### src/rtl/avalon_mm_master.sv
// Avalon-MM initiator: single-word command port to bus,
// pipelined in-order reads returned through a response FIFO.
module avalon_mm_master #(
    parameter int ADDRESSWIDTH = 8,
    parameter int MAX_PENDING  = 4
) (
    input  logic                    clk,
    input  logic                    reset,
    input  logic                    cmd_valid,
    output logic                    cmd_ready,
    input  logic                    cmd_write,
    input  logic [ADDRESSWIDTH-1:0] cmd_address,
    input  logic [31:0]             cmd_data,
    output logic                    rsp_valid,
    input  logic                    rsp_ready,
    output logic [31:0]             rsp_data,
    output logic                    avm_read,
    output logic                    avm_write,
    output logic [ADDRESSWIDTH-1:0] avm_address,
    output logic [31:0]             avm_writedata,
    input  logic                    avm_waitrequest,
    input  logic                    avm_readdatavalid,
    input  logic [31:0]             avm_readdata,
    output logic                    busy,
    output logic                    protocol_error
);

    localparam int CW = $clog2(MAX_PENDING + 1);
    localparam int PW = (MAX_PENDING > 1) ? $clog2(MAX_PENDING) : 1;
    localparam logic [CW-1:0] CMAX  = CW'(MAX_PENDING);
    localparam logic [PW-1:0] PLAST = PW'(MAX_PENDING - 1);

    logic                    pending_q, pending_d;
    logic                    is_write_q, is_write_d;
    logic [ADDRESSWIDTH-1:0] addr_q, addr_d;
    logic [31:0]             data_q, data_d;
    logic [CW-1:0]           owed_q, owed_d;
    logic [CW-1:0]           brd_q, brd_d;
    logic                    perr_q, perr_d;
    logic [CW-1:0]           cnt_q, cnt_d;
    logic [PW-1:0]           wp_q, wp_d;
    logic [PW-1:0]           rp_q, rp_d;
    logic [31:0]             mem_q [MAX_PENDING];

    logic slot_free, accept, bus_done, rd_done;
    logic rsp_pop, rdv_ok, rdv_bad;

    assign slot_free = !pending_q || !avm_waitrequest;
    assign cmd_ready = !reset && slot_free && (owed_q < CMAX);
    assign accept    = cmd_valid && cmd_ready;
    assign bus_done  = pending_q && !avm_waitrequest;
    assign rd_done   = bus_done && !is_write_q;
    assign rsp_valid = cnt_q != '0;
    assign rsp_pop   = rsp_valid && rsp_ready;
    // Data counts only if a bus read is outstanding or completing now.
    assign rdv_ok    = avm_readdatavalid && ((brd_q != '0) || rd_done);
    assign rdv_bad   = avm_readdatavalid && !rdv_ok;

    assign avm_read      = pending_q && !is_write_q;
    assign avm_write     = pending_q && is_write_q;
    assign avm_address   = addr_q;
    assign avm_writedata = data_q;
    assign rsp_data      = mem_q[rp_q];
    assign busy          = pending_q || (owed_q != '0);
    assign protocol_error = perr_q;

    // Next-state for request register, credit/bus counters and FIFO.
    always_comb begin
        pending_d  = pending_q;
        is_write_d = is_write_q;
        addr_d     = addr_q;
        data_d     = data_q;
        owed_d     = owed_q;
        brd_d      = brd_q;
        perr_d     = perr_q | rdv_bad;
        cnt_d      = cnt_q;
        wp_d       = wp_q;
        rp_d       = rp_q;

        if (accept) begin
            pending_d  = 1'b1;
            is_write_d = cmd_write;
            addr_d     = cmd_address;
            data_d     = cmd_data;
        end else if (bus_done) begin
            pending_d = 1'b0;
        end

        case ({accept && !cmd_write, rsp_pop})
            2'b10:   owed_d = owed_q + CW'(1);
            2'b01:   owed_d = owed_q - CW'(1);
            default: owed_d = owed_q;
        endcase

        case ({rd_done, rdv_ok})
            2'b10:   brd_d = brd_q + CW'(1);
            2'b01:   brd_d = brd_q - CW'(1);
            default: brd_d = brd_q;
        endcase

        case ({rdv_ok, rsp_pop})
            2'b10:   cnt_d = cnt_q + CW'(1);
            2'b01:   cnt_d = cnt_q - CW'(1);
            default: cnt_d = cnt_q;
        endcase

        if (rdv_ok) begin
            wp_d = (wp_q == PLAST) ? '0 : wp_q + PW'(1);
        end
        if (rsp_pop) begin
            rp_d = (rp_q == PLAST) ? '0 : rp_q + PW'(1);
        end
    end

    // State registers with synchronous reset.
    always_ff @(posedge clk) begin
        if (reset) begin
            pending_q  <= 1'b0;
            is_write_q <= 1'b0;
            addr_q     <= '0;
            data_q     <= '0;
            owed_q     <= '0;
            brd_q      <= '0;
            perr_q     <= 1'b0;
            cnt_q      <= '0;
            wp_q       <= '0;
            rp_q       <= '0;
        end else begin
            pending_q  <= pending_d;
            is_write_q <= is_write_d;
            addr_q     <= addr_d;
            data_q     <= data_d;
            owed_q     <= owed_d;
            brd_q      <= brd_d;
            perr_q     <= perr_d;
            cnt_q      <= cnt_d;
            wp_q       <= wp_d;
            rp_q       <= rp_d;
        end
    end

    // Response storage; contents are meaningless unless counted valid.
    always_ff @(posedge clk) begin
        if (!reset && rdv_ok) begin
            mem_q[wp_q] <= avm_readdata;
        end
    end

endmodule
### config.mk
export PLATFORM = sky130hd
export DESIGN_NAME = avalon_mm_master
export DESIGN_NICKNAME = d
export VERILOG_FILES = /design/src/rtl/avalon_mm_master.sv
export SDC_FILE = /design/constraint.sdc
export NUM_CORES = 1
export LEC_CHECK = 0
export ABC_CLOCK_PERIOD_IN_PS = 2500
export BUFFER_PORTS_ARGS = -buffer_cell sky130_fd_sc_hd__buf_2
export CORE_ASPECT_RATIO = 2
export CORE_MARGIN = 2
export CORE_UTILIZATION = 49
export CTS_CLUSTER_DIAMETER = 200
export CTS_CLUSTER_SIZE = 10
export DETAILED_ROUTE_END_ITERATION = 6
export PLACE_DENSITY = 0.76
export SLEW_MARGIN = 20
export SYNTH_ARGS = -nofsm -noshare
export SYNTH_HDL_FRONTEND = slang
export SYNTH_SLANG_ARGS = --single-unit
### constraint.sdc
create_clock -name clk -period 2.5 [get_ports clk]
set_clock_uncertainty 0.2 [all_clocks]
set_input_delay 0.25 -clock clk [delete_from_list [all_inputs] [get_ports clk]]
set_output_delay 0.25 -clock clk [all_outputs]
set_load 0.05 [all_outputs]
======== After elaboration in Yosys (flattened, before gate mapping) ========
Memory sizes are Yosys's and may differ from the RTL's. A register that Yosys moved wholly into a read port is not among the register bits.
Index checks and enable logic that the tools add are counted.
cells by class
  add/sub/neg operators ................... 8
  $mul .................................... 0
  divide/modulo/power cells ............... 0
  magnitude comparators ................... 1
  eq/ne operators ......................... 8
  shifts and indexed selects .............. 0
  muxes and demuxes ....................... 11
  bitwise operators ....................... 1
  reductions and logical operators ........ 28
operators by type and width
  cell                 number
  $pmux 3 s2           3
  $logic_and 1x1->1    12
  $eq 2x2->1 const B   5
  $add 3x1->3 const B  3
  $reduce_bool 3->1    3
  $sub 3x1->3 const B  3
  $mux 2               4
  $reduce_bool 2->1    4
  $eq 2x1->1 const B   3
  $logic_not 1->1      6
  $add 2x1->2 const B  2
  $mux 1               4
  $logic_or 1x1->1     3
  $lt 3x3->1 const B   1
  $or 1x1->1           1
word-level totals
  register bits ........................... 56
  bits in latches ......................... 0
  memory bits (writable) .................. 128
  memory bits (read-only) ................. 0
  input port bits ......................... 79
  output and inout port bits .............. 78
  word-level logic and storage cells ...... 68
  memories kept ........................... 1
memory list
  name   words  width  read ports  clocked after memory_dff  wr ports  line  text
  mem_q  4      32     1           1                         1         43    logic [31:0] mem_q [MAX_PENDING];

======== Longest topological paths before layout ========
  depth in word-level cells ............... 8
  gate-level depth with buffers ........... 10
  gate-level depth less buffers ........... 9

======== Least setup slack after synthesis ========
Ideal clock, no wire load.
  path type ............................... register to register
  from .................................... register pending_q
  to ...................................... register owed_q[2]
  setup time .............................. 0.070 ns
  arrival time ............................ 2.511 ns
  required time ........................... 2.230 ns
  path slack .............................. -0.280 ns
  cell stages (with the launch flop) ...... 11
  path buffers ............................ 1
  clock period less this slack ............ 2.780 ns
  cells stage by stage .................... dfxtp_1 a211oi_4 nand2_4 buf_6 or2_2 ha_1 inv_1 fa_1 xor2_1 or3_1 a21oi_1
on the way
  word-level cells in the longest chain between the ends .. 8
  elaborated cells between the ends (all ways) .. 10
  those cells by class .................... eq/ne: 2; mux: 1; reduce/logical: 7
ends and longest elaborated chain
  what                                                    line  text
  from (decl)                                             33    logic pending_q, pending_d;
  from (signal assigned)                                  129   pending_q <= pending_d;
  $logic_not 1->1 *                                       48    assign slot_free = !pending_q || !avm_waitrequest;
  $logic_or 1x1->1 *                                      48
  $logic_and 1x1->1 * (2 in a row)                        49    assign cmd_ready = !reset && slot_free && (owed_q < CMAX);
  named net cmd_ready                                     10    output logic cmd_ready,
  $logic_and 1x1->1 *                                     50    assign accept = cmd_valid && cmd_ready;
  $logic_and 1x1->1 *                                     89    case ({accept && !cmd_write, rsp_pop})
  $eq 2x1->1 / $eq 2x2->1 (equally long branches)         89
  $pmux 3 s2 / $reduce_bool 2->1 (equally long branches)  -
  to (signal assigned)                                    133   owed_q <= owed_d;
  to (decl)                                               37    logic [CW-1:0] owed_q, owed_d;
The timed path passes the listed nets; every way through them passes the cells marked *.
A chain may end at the register's enable or synchronous reset.

======== Final worst setup path ========
  from .................................... register brd_q[0]
  to ...................................... register cnt_q[2]
on the way
  word-level cells in the longest chain between the ends .. 5
  elaborated cells between the ends (all ways) .. 7
  those cells by class .................... eq/ne: 2; mux: 1; reduce/logical: 4
ends and longest elaborated chain
  what                                                    line  text
  from (decl)                                             38    logic [CW-1:0] brd_q, brd_d;
  from (signal assigned)                                  134   brd_q <= brd_d;
  $reduce_bool 3->1 *                                     56    assign rdv_ok = avm_readdatavalid && ((brd_q != '0) || rd_done);
  $logic_or 1x1->1 *                                      56
  $logic_and 1x1->1 *                                     56
  $eq 2x1->1 / $eq 2x2->1 (equally long branches)         101   case ({rdv_ok, rsp_pop})
  $pmux 3 s2 / $reduce_bool 2->1 (equally long branches)  -
  to (signal assigned)                                    136   cnt_q <= cnt_d;
  to (decl)                                               40    logic [CW-1:0] cnt_q, cnt_d;
Every way passes the cells marked *; elsewhere a longest branch is shown, timed or not.

==> flow_metrics.py <==
metrics = {
    "setup_path": {
        "rr_worst_depth": 8,
        "critPathMaxFanout": 4,
        "critical_path_class": "reg -> reg",
        "critPathLaunchType": "flip-flop",
        "arrival_ns": 2.54,
        "r2r_slack_ns": 0.10,
        "r2r_end": "cnt_q[2]",
        "endpoint_kind": "flip-flop",
        "reg2reg_from": "brd_q[0]",
        "required_ns": 2.64,
    },
    "clock_network": {
        "post_cts_buffers": 0,
        "cts_buffer_depth": 2,
        "cts_tree": "built",
        "h-tree-depth": 4,
        "clkTransAtPathRegs_ns": 0.07,
        "cts.sinks": 186,
        "root_buffer": "clkbuf_16",
        "insertion_delay_ns": 0.42,
        "cts_buffers": 17,
    },
    "global_routing": {
        "grt_max_degree": 57,
        "grt_pass1_vias": 4412,
        "antenna_found_initial": 0,
        "grt_use_total": 0.180,
        "overflow": 0,
        "grt_pass1_wl_mm": 21.9,
    },
    "sta": {
        "fin_ws_ns": 0.104,
        "period_share": 0.958,
        "hold_violations": 0,
        "final-setup-viol-count": 0,
        "rsz0062_at_grt": "false",
        "slew_headroom": 0.515,
        "fmaxAchievable_ghz": 0.417,
        "timing.final.max_slew_violations": 0,
        "timing_worst_slew_pin_value_ns": 0.727,
        "period_needed_ns": 2.40,
    },
    "drt": {
        "initialDrtViolationCount": 153,
        "drc": 0,
        "vias": 4246,
        "drt_pre_antenna_iters": 4,
        "wire_per_inst_um": 16.5,
        "ant_nets": 0,
        "via_per_inst": 4.94,
        "wl_mm": 14.2,
    },
    "logic_synthesis": {
        "yosysSeqAreaShare": 0.689,
        "synth_area_per_cell_um2": 18.1,
        "ys_seq_elements": 186,
        "netlist_instances": 401,
        "synth.distinct_cells": 38,
        "synth_area_um2": 7260,
        "yosysWarnings": 0,
        "synth_fp_nets": 491,
    },
    "die": {
        "start_util": 0.495,
        "dieArea_um2": 15900,
        "core_area_um2": 14700,
        "chipHeight_um": 176,
        "chipWidth_um": 90.1,
        "rows": 63,
        "ios": 157,
    },
    "layout": {
        "final_common_cell": "buf_2",
        "n_antenna_cell": 0,
        "final_cell_mix": "buf_2, edfxtp_1, dlygate4sd3_1, dfxtp_1, mux2_4",
        "drive_above_1_share": 0.444,
        "fin_nets": 742,
        "nFillCells": 1071,
        "syn_to_final_growth_pct": 35.0,
        "final_area_um2": 9800,
    },
    "min_path": {
        "hold_path_depth": 3,
        "hold_end": "avm_writedata[31]",
        "min_path_type": "in -> reg",
        "hold_start": "cmd_valid",
    },
    "power": {
        "power.density_nw_per_um2": 922,
        "power.leakage_nw": 3.91,
        "peakVddDrop_mv": 0.754,
    },
    "placement": {
        "io_buffers": 156,
        "gp_congestion": 0.765,
        "dp.final_hpwl_mm": 8.66,
        "pre_cts_slack_ns": 0.0797,
        "post_dp_cell_area_um2": 8410,
    },
    "outcome": {
        "status": "finished clean",
    },
    "job": {
        "max_cap_violations": 0,
    },
}
-- power by group --
part	internal, mW	switching [mW]	total, mW
Combinational	0.987	1.71	2.70
Sequential	3.56	0.128	3.68
Clock	1.43	1.22	2.65
-- critical path: stages, from the launching register on --
cell,delay [ns]
dfxtp_1,0.34
or3_4,0.41
o21ai_4,0.15
ha_2,0.20
inv_1,0.05
fa_1,0.37
xor2_1,0.15
or3_1,0.30
a21oi_1,0.14
-- timing repair --
action | CTS | global route
setup endpoints to repair | 0 | 2
resized for setup | 0 | 6
endpoints found under the hold margin | 173 | 0
hold buffers | 77 | 0
-- layout make-up --
cell class,count,area (µm²),area share
clock buffer,17,425,0.0434
clock inverter,15,171,0.0175
inverter,15,56.3,0.00574
multi-input combinational,183,2150,0.219
sequential,186,5010,0.511
tap,195,244,0.0249
timing repair buffer,249,1750,0.178
-- metal layers --
metal	up-vias	GRT usage	share of wire
li1	2018	-	-
met1	2096	0.213	0.40
met2	112	0.319	0.54
met3	20	0.0444	0.038
met4	0	0.0622	0.019
met5	-	0	0
-- through the flow --
step	util	power [mW]	std cells	setup TNS, ns	hold WS, ns
finish	0.669	9.04	860	0	0.0503
global route	0.669	9.42	860	0	0.0564
CTS	0.667	9.10	860	0	0.0314
detailed placement	0.573	6.34	751	0	0.266
global placement	0.573	6.30	751	0	0.255
floorplan	-	5.73	401	-0.359	0.149
-- logic make-up (layout without fill, tap and decap cells) --
group,count (synthesis),count (layout),share of synthesized area
adder cells (fa/ha/maj),11,11,0.0221
XOR/XNOR,6,6,0.00724
flip-flops,186,186,0.689
multiplexers,71,71,0.178
AND/OR/NAND/NOR,72,72,0.0596
AO/OA/AOI/OAI,23,23,0.0222
buffers and inverters,32,296,0.0217
-- state kept, by name, indices dropped and copies added, names as in the netlist, named ones only --
register,cells
avm_address,8
avm_writedata,32
brd_q,3
cnt_q,3
is_write_q,1
mem_q,128
owed_q,3
pending_q,1
protocol_error,1
rp_q,2
wp_q,2
-- synthesized netlist by cell type --
master       n  area share
and2_1       1     0.00086
buf_1        2      0.0010
o21ai_0      4      0.0028
nor2b_1     30       0.026
mux2i_1      1      0.0014
nand3_1      1     0.00069
inv_2        1     0.00052
a211oi_4     1      0.0028
clkbuf_1     5      0.0026
nand2_4      1      0.0016
mux2_2       2      0.0031
edfxtp_1   128        0.53
nor2_1      11      0.0057
dfxtp_1     58        0.16
fa_1         3      0.0083
xor2_1       6      0.0072
inv_1       14      0.0072
a31o_2       2      0.0024
nand2_1      2      0.0010
and2b_1      9      0.0093
a21bo_2      1      0.0014
nor3b_1      1      0.0010
and3_1       6      0.0052
o21ai_2      1      0.0012
mux2_4      36       0.074
or4_1        1      0.0010
o31ai_1      3      0.0031
buf_2        6      0.0041
o2111ai_1    1      0.0012
mux4_2      32       0.099
or3_1        6      0.0052
or2_2        1     0.00086
a31oi_1      1     0.00086
ha_1         8       0.014
a21oi_1      8      0.0055
buf_6        4      0.0062
nor3_1       2      0.0014
o211ai_1     1      0.0010
-- how the worst max path moves through the flow --
stage                         start        end  slack, ns  cells past startpoint
final                      brd_q[0]   cnt_q[2]       0.10                      8
after global routing       brd_q[2]   cnt_q[2]      0.004                      8
after CTS                 pending_q   brd_q[2]       0.06                     10
after detailed placement   brd_q[2]   cnt_q[2]       0.08                      8
after global placement     brd_q[2]   cnt_q[2]       0.13                      8
after floorplan           pending_q  owed_q[2]      -0.20                     10
No activity file was read; power rests on OpenSTA's default activity.
